<file path="config.mk">
export PLATFORM = sky130hd
export DESIGN_NAME = tile_lock_unit
export DESIGN_NICKNAME = d
export VERILOG_FILES = /design/src/rtl/tile_lock_unit.sv
export SDC_FILE = /design/constraint.sdc
export NUM_CORES = 1
export LEC_CHECK = 0
export CORE_UTILIZATION = 40
export DETAILED_ROUTE_END_ITERATION = 6
export GPL_TIMING_DRIVEN = 0
export PLACE_DENSITY_LB_ADDON = 0.25
export REMOVE_ABC_BUFFERS = 1
export SLEW_MARGIN = 20
export SYNTH_ARGS = -nofsm -noshare
export SYNTH_HDL_FRONTEND = slang
export SYNTH_SLANG_ARGS = --single-unit
export TNS_END_PERCENT = 50
</file>
<file path="constraint.sdc">
create_clock -name clk_i -period 4.4 [get_ports clk_i]
set_input_delay 0.88 -clock clk_i [delete_from_list [all_inputs] [get_ports clk_i]]
set_output_delay 0.88 -clock clk_i [all_outputs]
set_load 0.01 [all_outputs]
</file>
<file path="src/rtl/tile_lock_unit.sv">
// tile_lock_unit: merges a landed 4x4 tile into the playfield row memory,
// removes full rows by compacting the rows above them downward, zero-fills
// the vacated top rows and reports lines cleared plus a game-over flag.

package tile_lock_pkg;

    // Tile origin; both coordinates are two's-complement signed.
    typedef struct packed {
        logic [7:0] x_m;
        logic [7:0] y_m;
    } point_t;

    // shape[r][c] is the cell at column x_m+c, row y_m+r.
    typedef logic [3:0][3:0] shape_t;

endpackage

module tile_lock_unit
    import tile_lock_pkg::*;
#(
    parameter  int width_p       = 10,
    parameter  int height_p      = 20,
    localparam int row_addr_w_lp = $clog2(height_p)
) (
    input  logic                     clk_i,
    input  logic                     reset_i,
    input  logic                     start_i,
    input  point_t                   pos_i,
    input  shape_t                   shape_i,
    output logic                     ready_o,
    output logic [row_addr_w_lp-1:0] row_rd_addr_o,
    input  logic [width_p-1:0]       row_rd_data_i,
    output logic                     row_wr_o,
    output logic [row_addr_w_lp-1:0] row_wr_addr_o,
    output logic [width_p-1:0]       row_wr_data_o,
    output logic                     done_o,
    output logic [2:0]               lines_o,
    output logic                     overflow_o
);

    // Row counters carry one spare bit so they can never wrap silently.
    localparam int cnt_w = row_addr_w_lp + 1;

    typedef enum logic [2:0] {
        IDLE,
        MERGE,
        COMPACT,
        FILL,
        DONE
    } state_t;

    state_t               state_q, state_d;
    point_t               pos_q;
    shape_t               shape_q;
    logic [1:0]           r_q, r_d;
    logic [cnt_w-1:0]     src_q, src_d;
    logic [cnt_w-1:0]     dst_q, dst_d;
    logic [2:0]           lines_q, lines_d;
    logic                 overflow_q, overflow_d;

    logic signed [11:0]   x_org;
    logic signed [11:0]   y_row;
    logic                 y_in_field;
    logic [3:0]           shape_row;
    logic [width_p-1:0]   shifted;

    // Place the current shape row at the tile's column offset, dropping
    // cells that land outside the playfield, and locate its target row.
    always_comb begin
        logic signed [11:0] off;
        x_org      = 12'($signed(pos_q.x_m));
        y_row      = 12'($signed(pos_q.y_m)) + {10'b0, r_q};
        y_in_field = (y_row >= 12'sd0) && (y_row < 12'(height_p));
        shape_row  = shape_q[r_q];
        shifted    = '0;
        off        = '0;
        for (int i = 0; i < width_p; i++) begin
            off = 12'(i) - x_org;
            if ((off >= 12'sd0) && (off <= 12'sd3)) begin
                shifted[i] = shape_row[off[1:0]];
            end
        end
    end

    // Next-state logic and memory port control for the lock sequence.
    always_comb begin
        state_d       = state_q;
        r_d           = r_q;
        src_d         = src_q;
        dst_d         = dst_q;
        lines_d       = lines_q;
        overflow_d    = overflow_q;
        ready_o       = 1'b0;
        done_o        = 1'b0;
        row_rd_addr_o = '0;
        row_wr_o      = 1'b0;
        row_wr_addr_o = '0;
        row_wr_data_o = '0;

        case (state_q)
            IDLE: begin
                ready_o = 1'b1;
                if (start_i) begin
                    state_d    = MERGE;
                    r_d        = 2'd0;
                    lines_d    = 3'd0;
                    overflow_d = 1'b0;
                end
            end

            MERGE: begin
                row_rd_addr_o = y_row[row_addr_w_lp-1:0];
                if (y_in_field) begin
                    row_wr_o      = 1'b1;
                    row_wr_addr_o = y_row[row_addr_w_lp-1:0];
                    row_wr_data_o = row_rd_data_i | shifted;
                end else if (y_row[11] && (shape_row != 4'd0)) begin
                    overflow_d = 1'b1;
                end
                r_d = r_q + 2'd1;
                if (r_q == 2'd3) begin
                    state_d = COMPACT;
                    src_d   = cnt_w'(height_p - 1);
                    dst_d   = cnt_w'(height_p - 1);
                end
            end

            COMPACT: begin
                row_rd_addr_o = src_q[row_addr_w_lp-1:0];
                if (&row_rd_data_i) begin
                    lines_d = lines_q + 3'd1;
                end else begin
                    if (dst_q != src_q) begin
                        row_wr_o      = 1'b1;
                        row_wr_addr_o = dst_q[row_addr_w_lp-1:0];
                        row_wr_data_o = row_rd_data_i;
                    end
                    if (dst_q != '0) begin
                        dst_d = dst_q - 1'b1;
                    end
                end
                if (src_q == '0) begin
                    state_d = (lines_d != 3'd0) ? FILL : DONE;
                end else begin
                    src_d = src_q - 1'b1;
                end
            end

            FILL: begin
                row_wr_o      = 1'b1;
                row_wr_addr_o = dst_q[row_addr_w_lp-1:0];
                row_wr_data_o = '0;
                if (dst_q == '0) begin
                    state_d = DONE;
                end else begin
                    dst_d = dst_q - 1'b1;
                end
            end

            DONE: begin
                done_o  = 1'b1;
                state_d = IDLE;
            end

            default: begin
                state_d = IDLE;
            end
        endcase
    end

    // State and datapath registers; results are published on entry to DONE.
    always_ff @(posedge clk_i) begin
        if (reset_i) begin
            state_q    <= IDLE;
            pos_q      <= '0;
            shape_q    <= '0;
            r_q        <= 2'd0;
            src_q      <= '0;
            dst_q      <= '0;
            lines_q    <= 3'd0;
            overflow_q <= 1'b0;
            lines_o    <= 3'd0;
            overflow_o <= 1'b0;
        end else begin
            state_q    <= state_d;
            r_q        <= r_d;
            src_q      <= src_d;
            dst_q      <= dst_d;
            lines_q    <= lines_d;
            overflow_q <= overflow_d;
            if ((state_q == IDLE) && start_i) begin
                pos_q   <= pos_i;
                shape_q <= shape_i;
            end
            if ((state_d == DONE) && (state_q != DONE)) begin
                lines_o    <= lines_d;
                overflow_o <= overflow_d;
            end
        end
    end

endmodule

</file>
==> results of run 1 <==
==> path summary, 6_finish.rpt <==
path	startpoint	end	slack [ns]	depth (start not counted)
worst min-delay path	shape_q[3]	shape_q[3]	0.46	2
worst max register to register	r_q[1]	overflow_o	1.57	10
worst max-delay path	r_q[0]	row_wr_data_o[8]	0.02	11
worst min register to register	shape_q[3]	shape_q[3]	0.46	2
==> layout make-up <==
type	instances	area, sq um
inverters	18	67.56
clock buffers	11	141.4
multi-input cells	450	2969
fillers	1030	4995
flip-flops and latches	57	1151
repair buffers	75	774.5
well taps	136	170.2
clock inverters	5	55.05
==> stage by stage <==
step / cells / cell area [sq um] / setup slack [ns]
after floorplan: 524 / 4118 / 0.8756
after global placement: 731 / 4999 / -0.4186
after detailed placement: 732 / 5017 / -0.4518
after CTS: 748 / 5271 / -0.04306
after global routing: 752 / 5329 / -0.1678
final: 752 / 5329 / 0.02194
==> logic make-up (layout without fill, tap and decap cells) <==
| logic type | after synthesis | after routing | share of synthesized area |
|---|---|---|---|
| simple gates | 232 | 233 | 0.2606 |
| xor+xnor | 30 | 30 | 0.06142 |
| fa+ha+maj | 27 | 27 | 0.08073 |
| mux | 16 | 16 | 0.05645 |
| buf+inv | 55 | 109 | 0.05323 |
| flops | 57 | 57 | 0.2667 |
| compound gates | 144 | 144 | 0.2208 |
==> worst register-to-register path, cell delays in order (launching register included) <==
cell and delay [ns]:
sky130_fd_sc_hd__dfxtp_2 0.45, sky130_fd_sc_hd__ha_1 0.27, sky130_fd_sc_hd__a21oi_1 0.16, sky130_fd_sc_hd__and4b_1 0.24, sky130_fd_sc_hd__and3_1 0.17, sky130_fd_sc_hd__o21ai_0 0.17
sky130_fd_sc_hd__a222oi_1 0.10, sky130_fd_sc_hd__ha_2 0.24, sky130_fd_sc_hd__or4_1 0.53, sky130_fd_sc_hd__o21ai_1 0.26, sky130_fd_sc_hd__mux2_2 0.20
==> placed cells by master (no fill, tap or decap), types with 5 or more instances in the layout <==
cell type / n
sky130_fd_sc_hd__dfxtp_1: 51
sky130_fd_sc_hd__o31ai_1: 8
sky130_fd_sc_hd__or3_1: 6
sky130_fd_sc_hd__ha_1: 25
sky130_fd_sc_hd__nor3_1: 12
sky130_fd_sc_hd__mux2i_1: 5
sky130_fd_sc_hd__nor4_1: 8
sky130_fd_sc_hd__a211oi_1: 8
sky130_fd_sc_hd__nand2_1: 92
sky130_fd_sc_hd__xnor2_1: 15
sky130_fd_sc_hd__a31oi_1: 9
sky130_fd_sc_hd__a32o_1: 9
sky130_fd_sc_hd__nand2b_1: 5
sky130_fd_sc_hd__clkbuf_8: 10
sky130_fd_sc_hd__nor2_1: 44
sky130_fd_sc_hd__nand3_1: 14
sky130_fd_sc_hd__a21oi_1: 54
sky130_fd_sc_hd__nor2b_1: 17
sky130_fd_sc_hd__nand4_1: 6
sky130_fd_sc_hd__xor2_1: 15
sky130_fd_sc_hd__mux4_2: 6
sky130_fd_sc_hd__dlymetal6s2s_1: 11
sky130_fd_sc_hd__clkdlybuf4s50_1: 58
sky130_fd_sc_hd__o21ai_0: 16
sky130_fd_sc_hd__inv_1: 18
sky130_fd_sc_hd__dfxtp_2: 5
==> power by group through the flow <==
stage                     Combinational (mW)  Sequential, mW  Clock [mW]
after floorplan                        0.218           0.576           0
after global placement                 0.340           0.589           0
after detailed placement               0.344           0.589           0
after CTS                              0.355           0.579       0.513
after global routing                   0.395           0.584       0.534
final                                  0.358           0.579       0.502
==> flip-flops by register name (all words and copies together), names as in the netlist <==
name,cells
lines_o,3
overflow_o,1
dst_q,6
state_q,3
shape_q,16
lines_q,3
r_q,2
overflow_q,1
src_q,6
pos_q,16
==> metal layers <==
metal,vias to the layer above,track usage,part of all wire
met5,-,0,0
met4,0,0.07948,0.015
met3,14,0.03401,0.065
met2,148,0.3651,0.45
met1,1963,0.3168,0.47
li1,2111,-,-
==> what timing repair did <==
| item | 4_1_cts | 5_1_grt |
|---|---|---|
| endpoints found under the hold margin | 0 | 0 |
| endpoints found under the setup margin | 12 | 9 |
| pin swaps | 3 | 5 |
| resized for setup | 20 | 12 |
| cloned | 0 | 1 |
| buffers inserted | 0 | 3 |
==> reports/results.txt, run 1 <==
Total power for the finished layout comes to 1.439 mW. Worst-case headroom to the max-slew limit: 0.3694. The remaining routing DRC violations is 0, and the post-route worst hold slack is 0.4554 ns. The run gives 0 as the final global-route overflow total. For the worst setup path, the data required time is 3.52 ns.

Summing every instance area after synthesis gives 0.004278 sq mm. The area share of the leading cell type in the synthesized netlist works out to 0.2667. Row generation in the floorplan step produced 37 rows. The run finished with clean final reports. The number of routed nets with antenna violations came out at 0. The count of hold buffers inserted by post-cts repair came out at 0. Distinct cell type count of the synthesized netlist: 60. The first detailed-routing pass took 5 iterations. Clock network fraction of total power: 0.349. Counting every sink on the clock net gives 57.

The proportion of total power due to net switching was 0.3171. The die extent in y came out at 105.4 um. Input and output buffers added on the ports amount to 71.

For this run, the post-layout net count is 683. The count of flip-flops with a built-in enable after synthesis is 0, and the fraction of final layout cells sized beyond drive strength 1 is 0.08604. The tools report the number of pins with negative max-slew slack in the final report as 0.

The master of the slowest instance on the critical path was sky130_fd_sc_hd__clkdlybuf4s50_1. The via count of the first global-routing pass was 4022. The final critical-path share of the clock period is 0.9950.

In the post-synthesis netlist, the biggest area contributors are sky130_fd_sc_hd__dfxtp_1 (27%), sky130_fd_sc_hd__nand2_1 (8.2%), sky130_fd_sc_hd__ha_1 (7.6%). The worst path buffer plus inverter count was 2; the maximum level of the CTS H-tree was 3. In this run the deepest clock path goes through 2 buffers. The total area inside the core boundary comes to 0.01032 sq mm. The floorplan step set the die width to 105.4 um.

Once detailed placement completed, the half-perimeter wirelength came to 8751 um. In this run, CTS created clock tree buffers numbering 9. For this block, the routed nets add up to 12340 um of wire.

The tools report the initial core utilization as 0.4144. The worst setup path is launched from a flop. The internal portion of the total power is 982.7 uW. Setup repair after global routing could not meet its margin everywhere. The critical path arrival is 3.50 ns.

The logs give 0 ns for the setup TNS after final layout and 0.2284 GHz for the maximum achievable frequency. The worst setup path is captured at a primary output. The synthesized design contains 57 register bits. VDD sags by at most 0.1584 mV.

The cell sitting at the root of the clock tree is a sky130_fd_sc_hd__clkbuf_8. During synthesis, Yosys emitted a total of 0 warnings. The number of antenna violations at the first check in global routing was 0. The maximum single-stage delay on the critical path was 0.54 ns; the number of diodes was 0. The average wire length per cell after detail routing was 16.41 um; the number of top-level design ports was 72.

For the final database, setup skew stands at 0.009313 ns. The signal on the critical path passes through ha_1 > fa_2 > buf_4 > nand4_1 > o21ai_0 > a222oi_1 > ha_2 > nand2_4 > a211oi_4 > a32o_1 > clkdlybuf4s50_1. The first routing iteration left 282 violations. The run gives 0.403 as the register share of total power.

Setup violations remaining at the end of the flow were counted as 0. The commonest cells after synthesis are sky130_fd_sc_hd__nand2_1 (94), sky130_fd_sc_hd__dfxtp_1 (57), sky130_fd_sc_hd__a21oi_1 (54). Dominant register cell in the synthesized netlist: sky130_fd_sc_hd__dfxtp_1.

The analysis attributes to cell leakage a power of 2.205 nW. In the post-synthesis netlist, the cell with the most instances is sky130_fd_sc_hd__nand2_1. The critical path is of the reg -> out type.

The fraction of power consumed by combinational cells was 0.249; the first-pass GRT wire length was 20270 um. The later pin in the worst-skew pair is clocked with a latency of 0.35 ns. Clock-pin transition on the worst setup and hold timing paths: 0.07 ns.

The tools report the final number of hold-violating endpoints as 0. The cell taking the most area after synthesis was sky130_fd_sc_hd__dfxtp_1. TritonCTS built the clock tree. Routability-driven placement finished with a final weighted congestion of 0.9111. The cell count after synthesis came out at 561. A synthesized cell averages 7.625 sq um.

The final critical delay including setup and external delays is 4.378 ns. Entering global routing, the biggest net connects 41 pins. The family with the most delay on the worst path was compound AO/OA/AOI/OAI gates. In this run the worst hold path is classified as reg -> reg. The share of synthesized flip-flops with an asynchronous set or reset was 0; the final core utilization was 0.5162.

After detailed routing, the number of vias per cell comes to 5.633. At the pin with the least slew margin, the transition time is 0.9446 ns. The tools report the sequential-to-total area share from yosys stat as 0.2667. The detailed router placed 4236 vias in this run. The total track usage was 0.2300.

The total net switching power is 456.2 uW, and the growth of design area from synthesis to finish is 24.57%. The run gives 0.01111 sq mm as the die footprint. The largest fanout on the critical path was 8. The number of max-cap violations came out at 0.

Power spread over the standard cell area amounts to 270.0 mW/mm^2.
(Power assumes the default switching activity.)
==> inputs of run 2 (changes only) <==
CAP_MARGIN = 25   (was default)
GPL_TIMING_DRIVEN = default   (was 0)
SKIP_LAST_GASP = 1   (was default)
==> reports/results.txt, run 2 (synthesis gave the netlist of run 1 again) <==
The final critical-path share of the clock period works out to 0.9758. The total track usage came out at 0.2263. Worst supply voltage drop on vdd: 0.1552 mV. During placement, the flow inserted port buffers numbering 71.

The worst register-to-register path ends at overflow_o. The tools report the die footprint as 0.01111 sq mm. For the post-route worst hold slack, the log shows 0.4565 ns.

The maximum single-stage delay on the critical path works out to 0.53 ns. The setup slack of the worst register-to-register path was 1.65 ns; the final global-route overflow total was 0. Fill cells in the final layout number 989.

Final number of hold-violating endpoints: 0. Actual slew at the worst max-slew pin: 0.8219 ns. For the number of sinks driven by the clock tree, the log shows 57. Across the routed clock network, the largest skew measured is 0.01217 ns. In this design, the largest share of critical-path delay is due to adder cells. Worst path buffer plus inverter count: 2.

The cell sitting at the root of the clock tree is a sky130_fd_sc_hd__clkbuf_8. Number of antenna violations at the first check in global routing: 0. With fillers left out, the area of the finished cells amounts to 0.005386 sq mm.

The number of diodes was 0; the fraction of final layout cells sized beyond drive strength 1 was 0.09250. The maximum buffer depth of the clock tree was 2; the total placed instance area was 0.005121 sq mm. Setup repair after global routing could not meet its margin everywhere. Measured along the y axis, the die boundary spans 105.4 um.

Tracing the worst setup path back leads to its startpoint at pos_q[0]. The clock-pin transition on the worst setup and hold timing paths works out to 0.06 ns. The library cells used most frequently in the layout, excluding fill and tap cells, are sky130_fd_sc_hd__nand2_1 (93), sky130_fd_sc_hd__clkdlybuf4s50_1 (69), sky130_fd_sc_hd__dfxtp_1 (56), sky130_fd_sc_hd__a21oi_1 (54), sky130_fd_sc_hd__nor2_1 (44). The average wire length per cell after detail routing is 16.26 um.

For the site row count, the log shows 37. The number of clock buffers added by TritonCTS is 9. The run gives 9027 um as the placed wire-length estimate after detailed placement.

For this design the ratio of total power to cell area is 278.1 mW/mm^2. Setup TNS after final layout: 0 ns. Endpoint type of the worst setup path: a primary output. The largest individual stage delay along the critical path comes from the cell sky130_fd_sc_hd__clkdlybuf4s50_1. Final core utilization: 0.5218. The library cell used most frequently in the layout, excluding fill and tap cells, is sky130_fd_sc_hd__nand2_1. The tightest min-delay check is of the reg -> reg type.

The initial core utilization was 0.4144. After layout, the minimum clock period comes to 4.294 ns. The clock reaches the later pin of the worst-skew pair after 0.34 ns. The logs give 20240 um for the first-pass GRT wire length and 243 for the DRC marker count from the first detailed-route iteration. The number of optimization iterations in the first detailed-route pass came out at 7. The worst setup path is of the reg -> out kind. The total routed wirelength is 12410 um. Dividing the detail-routed via count by the number of cells gives 5.697. In this run the static leakage power is 2.092 nW. The run finished with clean final reports. The logs give 0 for the number of max-cap violations and 0.4509 for the worst-case headroom to the max-slew limit.

Detailed routing inserted a total of 4347 vias. The reg-to-reg startpoint is pos_q[1]. The tools report the number of top-level design ports as 72.

In this run the worst path has a maximum fanout of 5. The placer congestion estimate is 0.9542, and the area of the core is 0.01032 sq mm. The cell depth of the worst setup path is 12, and the maximum achievable frequency is 0.2329 GHz. The critical path goes through ha_1 > fa_2 > nand4_1 > and3_1 > o21ai_0 > a222oi_1 > ha_2 > nand2_2 > a2111oi_4 > buf_4 > a22o_1 > clkdlybuf4s50_1.

The cell count of the worst reg-to-reg path is 10, and the net count reported at finish is 696. The H-tree generated during clock tree synthesis spans 3 levels. The tools report the via count of the first global-routing pass as 4199. For the number of pins with negative max-slew slack in the final report, the log shows 0. In the final layout, the registers with the most flip-flops are pos_q x16, shape_q x16. The capture point of the critical path is row_wr_data_o[2]. The overall power consumption is 1.498 mW. TritonCTS built the clock tree.

The final-report setup violation count was 0. In this run the remaining antenna-violating nets after routing total 0. The width of the chip is 105.4 um, and the required time of the worst setup path is 3.52 ns.

The worst setup path is launched from a flop. Compared with the post-synthesis result, the final layout area differs by 25.91%. The tools report the pin count of the biggest net entering global routing as 51. Data on the critical path arrives at its endpoint at 3.41 ns. The remaining routing DRC violations was 0.
run 2: power by group:
group / internal (mW) / switching, mW
Sequential: 0.537 / 0.0180
Combinational: 0.180 / 0.213
Clock: 0.343 / 0.208
Total: 1.06 / 0.439
run 2: through the flow:
stage | std cells | worst slack, ns
after floorplan | 524 | 0.8756
after detailed placement | 748 | 0.2927
final | 763 | 0.1064
after global routing | 763 | -0.06969
after CTS | 762 | 0.07719
after global placement | 748 | 0.3121
run 2: layer usage:
metal,GRT usage,part of all wire
met4,0.08954,0.017
met1,0.3004,0.46
met3,0.04515,0.069
met5,0,0
met2,0.3590,0.46
run 2: worst min-delay path by stage:
stage	cells past startpoint	slack [ns]	end	startpoint
finish	2	0.46	shape_q[15]	shape_q[15]
global route	2	0.48	shape_q[15]	shape_q[15]
CTS	2	0.46	shape_q[2]	shape_q[2]
detailed placement	2	0.45	shape_q[2]	shape_q[2]
global placement	2	0.44	shape_q[5]	shape_q[5]
floorplan	2	0.43	shape_q[10]	shape_q[10]
run 2: worst reg2reg max path, delay by kind of cell (launching register included):
family	cells	cell delay, ns
mux	1	0.21
compound gates	4	0.70
fa+ha+maj	2	0.48
simple gates	3	0.93
flops	1	0.40
run 2: cell type report:
class | count | area (sq um) | area share
clock buffer | 11 | 151.4 | 0.02811
clock inverter | 3 | 65.06 | 0.01208
tap | 136 | 170.2 | 0.03159
sequential | 57 | 1145 | 0.2125
inverter | 18 | 67.56 | 0.01254
timing repair buffer | 89 | 843.3 | 0.1566
multi-input combinational | 449 | 2944 | 0.5466
run 2: timing repair:
| action | CTS | global route |
|---|---|---|
| hold buffers | 0 | 0 |
| setup buffers | 0 | 1 |
| setup endpoints to repair | 10 | 10 |
| gates resized for setup | 5 | 7 |
| pin swaps | 0 | 4 |
